$ cat config.mk
export PLATFORM = sky130hd
export DESIGN_NAME = pc_unit_flat
export DESIGN_NICKNAME = d
export VERILOG_FILES = /design/src/rtl/pc_unit_if.sv /design/src/rtl/pc_unit.sv /design/src/flat_wrapper.sv
export SDC_FILE = /design/constraint.sdc
export NUM_CORES = 1
export LEC_CHECK = 0
export BUFFER_PORTS_ARGS = -buffer_cell sky130_fd_sc_hd__buf_2
export CORE_UTILIZATION = 49
export CTS_BUF_LIST = sky130_fd_sc_hd__clkbuf_4
export CTS_CLUSTER_DIAMETER = 100
export DETAILED_ROUTE_END_ITERATION = 8
export PLACE_DENSITY = 0.85
export SETUP_SLACK_MARGIN = 0.2
export SYNTH_ARGS = -nofsm -noshare
export SYNTH_HDL_FRONTEND = slang
export SYNTH_SLANG_ARGS = --single-unit
$ cat constraint.sdc
create_clock -name clk -period 2.52 [get_ports clk]
set_clock_uncertainty 0.2 [all_clocks]
set_input_delay 0.126 -clock clk [delete_from_list [all_inputs] [get_ports clk]]
set_output_delay 0.126 -clock clk [all_outputs]
set_load 0.1 [all_outputs]
$ cat src/rtl/pc_unit_if.sv
// Fetch-side bundle for the program-counter unit: redirect/call/return
// controls in, current and next PC plus return-stack status out.
interface pc_unit_if #(
    parameter int unsigned WIDTH = 32
);
    logic             stall;
    logic             exception_en;
    logic             redirect_en;
    logic [WIDTH-1:0] redirect_target;
    logic             call_en;
    logic             ret_en;
    logic [WIDTH-1:0] ret_fallback;
    logic [WIDTH-1:0] pc_out;
    logic [WIDTH-1:0] pc_next;
    logic             ras_empty;
    logic             ras_full;
    logic             ras_overflow;

    modport master (
        output stall,
        output exception_en,
        output redirect_en,
        output redirect_target,
        output call_en,
        output ret_en,
        output ret_fallback,
        input  pc_out,
        input  pc_next,
        input  ras_empty,
        input  ras_full,
        input  ras_overflow
    );

    modport slave (
        input  stall,
        input  exception_en,
        input  redirect_en,
        input  redirect_target,
        input  call_en,
        input  ret_en,
        input  ret_fallback,
        output pc_out,
        output pc_next,
        output ras_empty,
        output ras_full,
        output ras_overflow
    );
endinterface

$ cat src/rtl/pc_unit.sv
// Program-counter unit: registered PC, prioritised next-PC select and a
// small circular return-address stack for call/return prediction.
module pc_unit #(
    parameter int unsigned      WIDTH        = 32,
    parameter int unsigned      STEP         = 1,
    parameter logic [WIDTH-1:0] RESET_VECTOR = '0,
    parameter logic [WIDTH-1:0] EXC_VECTOR   = WIDTH'(32'h0000_0100),
    parameter int unsigned      RAS_DEPTH    = 4
) (
    input logic      clk,
    input logic      reset,
    pc_unit_if.slave bus
);
    localparam int unsigned      PW      = (RAS_DEPTH > 1) ? $clog2(RAS_DEPTH) : 1;
    localparam int unsigned      OW      = $clog2(RAS_DEPTH + 1);
    localparam logic [WIDTH-1:0] STEP_W  = WIDTH'(STEP);
    localparam logic [OW-1:0]    OCC_MAX = OW'(RAS_DEPTH);
    localparam logic [OW-1:0]    OCC_ONE = OW'(1);
    localparam logic [PW-1:0]    PTR_ONE = PW'(1);

    logic [WIDTH-1:0] pc_q;
    logic [WIDTH-1:0] pc_d;
    logic [PW-1:0]    top_q;
    logic [PW-1:0]    top_d;
    logic [OW-1:0]    occ_q;
    logic [OW-1:0]    occ_d;
    logic             ovf_q;
    logic             ovf_d;
    logic [WIDTH-1:0] ras_q [RAS_DEPTH];

    logic             do_exc;
    logic             do_hold;
    logic             do_call;
    logic             do_ret;
    logic             do_redir;
    logic             ras_hit;
    logic             push_en;
    logic [PW-1:0]    push_ptr;
    logic [WIDTH-1:0] seq_pc;
    logic [WIDTH-1:0] ret_pc;

    assign seq_pc   = pc_q + STEP_W;
    assign push_ptr = top_q + PTR_ONE;
    assign ras_hit  = (occ_q != '0);
    assign ret_pc   = ras_hit ? ras_q[top_q] : bus.ret_fallback;

    // Resolve the competing controls into exactly one action per cycle.
    always_comb begin
        do_exc   = 1'b0;
        do_hold  = 1'b0;
        do_call  = 1'b0;
        do_ret   = 1'b0;
        do_redir = 1'b0;
        if (bus.exception_en) begin
            do_exc = 1'b1;
        end else if (bus.stall) begin
            do_hold = 1'b1;
        end else if (bus.call_en) begin
            do_call = 1'b1;
        end else if (bus.ret_en) begin
            do_ret = 1'b1;
        end else if (bus.redirect_en) begin
            do_redir = 1'b1;
        end
    end

    // Select the next PC; falls through to the sequential fetch address.
    always_comb begin
        pc_d = seq_pc;
        unique case (1'b1)
            do_exc:   pc_d = EXC_VECTOR;
            do_hold:  pc_d = pc_q;
            do_call:  pc_d = bus.redirect_target;
            do_ret:   pc_d = ret_pc;
            do_redir: pc_d = bus.redirect_target;
            default:  pc_d = seq_pc;
        endcase
    end

    // Return-stack bookkeeping: push on call, pop on a return that hits.
    always_comb begin
        top_d   = top_q;
        occ_d   = occ_q;
        ovf_d   = ovf_q;
        push_en = 1'b0;
        if (do_call) begin
            push_en = 1'b1;
            top_d   = push_ptr;
            if (occ_q == OCC_MAX) begin
                ovf_d = 1'b1;
            end else begin
                occ_d = occ_q + OCC_ONE;
            end
        end else if (do_ret && ras_hit) begin
            top_d = top_q - PTR_ONE;
            occ_d = occ_q - OCC_ONE;
        end
    end

    // PC and stack control state, cleared asynchronously.
    always_ff @(posedge clk or posedge reset) begin
        if (reset) begin
            pc_q  <= RESET_VECTOR;
            top_q <= '0;
            occ_q <= '0;
            ovf_q <= 1'b0;
        end else begin
            pc_q  <= pc_d;
            top_q <= top_d;
            occ_q <= occ_d;
            ovf_q <= ovf_d;
        end
    end

    // Stack storage needs no reset: occupancy gates every read.
    always_ff @(posedge clk) begin
        if (push_en) begin
            ras_q[push_ptr] <= seq_pc;
        end
    end

    assign bus.pc_out       = pc_q;
    assign bus.pc_next      = pc_d;
    assign bus.ras_empty    = (occ_q == '0);
    assign bus.ras_full     = (occ_q == OCC_MAX);
    assign bus.ras_overflow = ovf_q;
endmodule
$ cat src/flat_wrapper.sv
// flat-port wrapper written by rule: the top's interface ports become plain ports
module pc_unit_flat 
#(
    parameter int unsigned      WIDTH        = 32,
    parameter int unsigned      STEP         = 1,
    parameter logic [WIDTH-1:0] RESET_VECTOR = '0,
    parameter logic [WIDTH-1:0] EXC_VECTOR   = WIDTH'(32'h0000_0100),
    parameter int unsigned      RAS_DEPTH    = 4
)
  (clk, reset, bus_stall, bus_exception_en, bus_redirect_en, bus_redirect_target, bus_call_en, bus_ret_en, bus_ret_fallback, bus_pc_out, bus_pc_next, bus_ras_empty, bus_ras_full, bus_ras_overflow);
  pc_unit_if #(.WIDTH(WIDTH)) bus_i ();
  input logic clk;
  input logic reset;
  input wire logic [$bits(bus_i.stall)-1:0] bus_stall;
  input wire logic [$bits(bus_i.exception_en)-1:0] bus_exception_en;
  input wire logic [$bits(bus_i.redirect_en)-1:0] bus_redirect_en;
  input wire logic [$bits(bus_i.redirect_target)-1:0] bus_redirect_target;
  input wire logic [$bits(bus_i.call_en)-1:0] bus_call_en;
  input wire logic [$bits(bus_i.ret_en)-1:0] bus_ret_en;
  input wire logic [$bits(bus_i.ret_fallback)-1:0] bus_ret_fallback;
  output wire logic [$bits(bus_i.pc_out)-1:0] bus_pc_out;
  output wire logic [$bits(bus_i.pc_next)-1:0] bus_pc_next;
  output wire logic [$bits(bus_i.ras_empty)-1:0] bus_ras_empty;
  output wire logic [$bits(bus_i.ras_full)-1:0] bus_ras_full;
  output wire logic [$bits(bus_i.ras_overflow)-1:0] bus_ras_overflow;
  assign bus_i.stall = bus_stall;
  assign bus_i.exception_en = bus_exception_en;
  assign bus_i.redirect_en = bus_redirect_en;
  assign bus_i.redirect_target = bus_redirect_target;
  assign bus_i.call_en = bus_call_en;
  assign bus_i.ret_en = bus_ret_en;
  assign bus_i.ret_fallback = bus_ret_fallback;
  assign bus_pc_out = bus_i.pc_out;
  assign bus_pc_next = bus_i.pc_next;
  assign bus_ras_empty = bus_i.ras_empty;
  assign bus_ras_full = bus_i.ras_full;
  assign bus_ras_overflow = bus_i.ras_overflow;
  pc_unit #(.WIDTH(WIDTH), .STEP(STEP), .RESET_VECTOR(RESET_VECTOR), .EXC_VECTOR(EXC_VECTOR), .RAS_DEPTH(RAS_DEPTH)) u_core (.clk(clk), .reset(reset), .bus(bus_i));
endmodule
==> results.tsv <==
metric	value	unit
status	finished, violations left	
failing checks	hold timing, setup timing	
htree depth	4	
final RePlAce weighted congestion	0.899	
HPWL after DPL	15.2	mm
Pwr Total	10200	uW
initial antenna violation count	2	
Inserted Clock Buffers	17	
Total Routing Usage GR	39.1	%
Setup WS post-layout	-723	ps
VDD IR max	0.584	mV
IO Port Bufs	137	
post-synthesis net count	598	
Initial Util	50.3	%
top_reg_cell synth	edfxtp_1	
combinational power share	50.3	%
Leak	0.00501	uW
Yosys top cell by area	edfxtp_1	
Worst setup SP type	flop	
Yosys warning count	0	
FILL cells	656	
maximum buffer depth of the clock tree	2	
maximum clock rate	308	MHz
FF+latch count, synth	166	
NetSw	4290	uW
Crit path largest cell delay	560	ps
Slew @ Worst Pin	1010	ps
final setup vio count	38	
Clk pwr share	14.8	%
vias in the first global route	7204	
WL final	34.2	mm
Mapped Cells	521	
MaxCap Viol Count	0	
Worst Path Class, Setup	reg2out	
sequential share of the synthesized area	62.5	%
Final Non-Filler Cells	1076	
wire length per cell	31.7	um
CTS clk-pin slew, worst paths	150	ps
Critical Path, Cell by Cell	buf_4 > clkinvlp_4 > nor4_4 > buf_6 > a21oi_1 > o21ai_1 > o311ai_4 > buf_12	
Critical-path top delay cell	nor4_4	
Switching Fraction	42.1	%
final hold viol count	3	
sequential power share	34.9	%
area of the core	15300	um2
worst hold-check path type	in2reg	
ANT nets after route	0	
DRT iter0 DRCs	1323	
post-synth cell types	64	
vias per cell	6.98	
EDFF count, synth	128	
Min Clock Period, post-route	3240	ps
routed vias	7507	
DRC	0	
worst skew pair latency	620	ps
largest net degree at the start of global routing	28	
CP Max Fanout	8	
count leader, synth	edfxtp_1	
clock sink count	166	
GRT overflow	0	
synth cell count leaders	128 x edfxtp_1, 53 x nand2_1, 38 x dfrtp_1	
area share of the largest cell type after synthesis	50.1	%
post-synthesis async set-or-reset flop share	22.9	%
delay-heaviest family, CP	buffers and inverters	
Die Ht	127	um
crit end category	output port	
RSZ-0062 raised after global routing	yes	
Pwr Density	828	nW/um2
Top-Level Pins	138	
Max transition margin	32.1	%
hold slack	-70.7	ps
Worst EP required	2190	ps
CTS tree	built	
nets	927	
Post-Syn Area	7670	um2
Pins Over Slew Limit	0	
dpl cells	881	
die width	127	um
global-route wire length before repair	45.2	mm
Layout area overhead	60.6	%
full die area	16200	um2
Period Utilization, post-route	129	%
pre-CTS setup slack	73.9	ps
WP buf/inv	4	
clk root buf	clkbuf_4	
setup_tns	-14610	ps
Area contributors post-synth	edfxtp_1 50%, dfrtp_1 12%, mux4_2 9.4%	
Worst Path Arrival	2920	ps
placement row count	45	
average cell area after synthesis	14.7	um2
Initial DRT Pass Iterations	6	
P_int	5900	uW
fraction of layout cells with a size suffix above 1	60.6	%
==> cells in the final DEF, fill, tap and decap left out, drive strengths merged, types with 18 or more instances in the layout <==
cell type and n:
buf 275, edfxtp 128, dlygate4sd3 69, nand2 53, dfrtp 38, mux4 32, nand3 25, xnor2 25
clkbuf 21, nor2 18
==> worst min-delay path, cell delays in order <==
cell	delay, ps
buf_2	90
or4b_1	110
buf_4	280
o21ai_4	120
==> logic make-up after synthesis <==
family | synth area share, %
AOI/OAI and AO/OA | 9.02
xor gates and xnor gates | 3.98
adders and majority gates | 1.08
buffers and inverters | 3.15
DFF | 62.5
muxes | 10.1
and+or+nand+nor | 10.2
==> power groups by stage <==
stage,registers (uW),clock network (uW),logic (uW)
6_report,3560,1500,5130
5_1_grt,3560,1580,5210
4_1_cts,3510,1400,4550
3_5_place_dp,3660,0,3720
3_3_place_gp,3640,0,3640
2_1_floorplan,4130,0,2250
==> worst paths after layout <==
kind | startpoint | to | slack [ps] | cells after the start
setup / recovery | u_core.bus.pc_out[10] | bus_pc_next[15] | -720 | 8
hold / removal | bus_stall | u_core.bus.pc_out[2] | -70 | 4
setup reg to reg | u_core.bus.pc_out[10] | u_core.ras_q[1][13] | -10 | 6
hold reg to reg | u_core.bus.ras_overflow | u_core.bus.ras_overflow | 320 | 1
max in group asynchronous | reset | u_core.bus.pc_out[4] | 1140 | 4
min in group asynchronous | reset | u_core.bus.pc_out[21] | 70 | 3
==> metrics by stage <==
step	util, %	instance area, um2	hold WS (ps)
floorplan	-	8430	118
global placement	65.6	10000	134
detailed placement	65.6	10000	140
CTS	78.3	11900	-105
global route	80.7	12300	-74.3
finish	80.7	12300	-70.7
==> final cells by class <==
cell class	instances	area (um2)	area share [%]
clock inverters	11	85.1	0.691
multi-input cells	312	3680	29.8
diodes	2	5.00	0.0406
repair buffers	344	3200	26.0
flip-flops and latches	166	4880	39.6
clock buffers	21	158	1.28
well taps	211	264	2.14
inverters	9	50.0	0.406
==> what timing repair did <==
| action | in CTS | in global routing |
|---|---|---|
| resized for setup | 101 | 33 |
| cloned | 6 | 0 |
| hold endpoints to repair | 54 | 9 |
| setup buffers | 61 | 25 |
| hold buffers | 68 | 1 |
| pin swaps | 69 | 42 |
| setup endpoints to repair | 33 | 34 |
==> state kept, by name, summed over array words and instances (netlist names) <==
| signal | cells |
|---|---|
| u_core.bus.pc_out | 32 |
| u_core.bus.ras_overflow | 1 |
| u_core.occ_q | 3 |
| u_core.top_q | 2 |
| u_core.ras_q | 128 |
==> metal layers <==
metal  vias up  global-route usage [%]  part of all wire (%)
met5         -                       0                     0
met4         0                    24.6                   8.4
met3       283                    9.55                    14
met2       935                    60.0                    44
met1      3593                    50.4                    33
li1       2696                       -                     -
(Power assumes the default switching activity.)
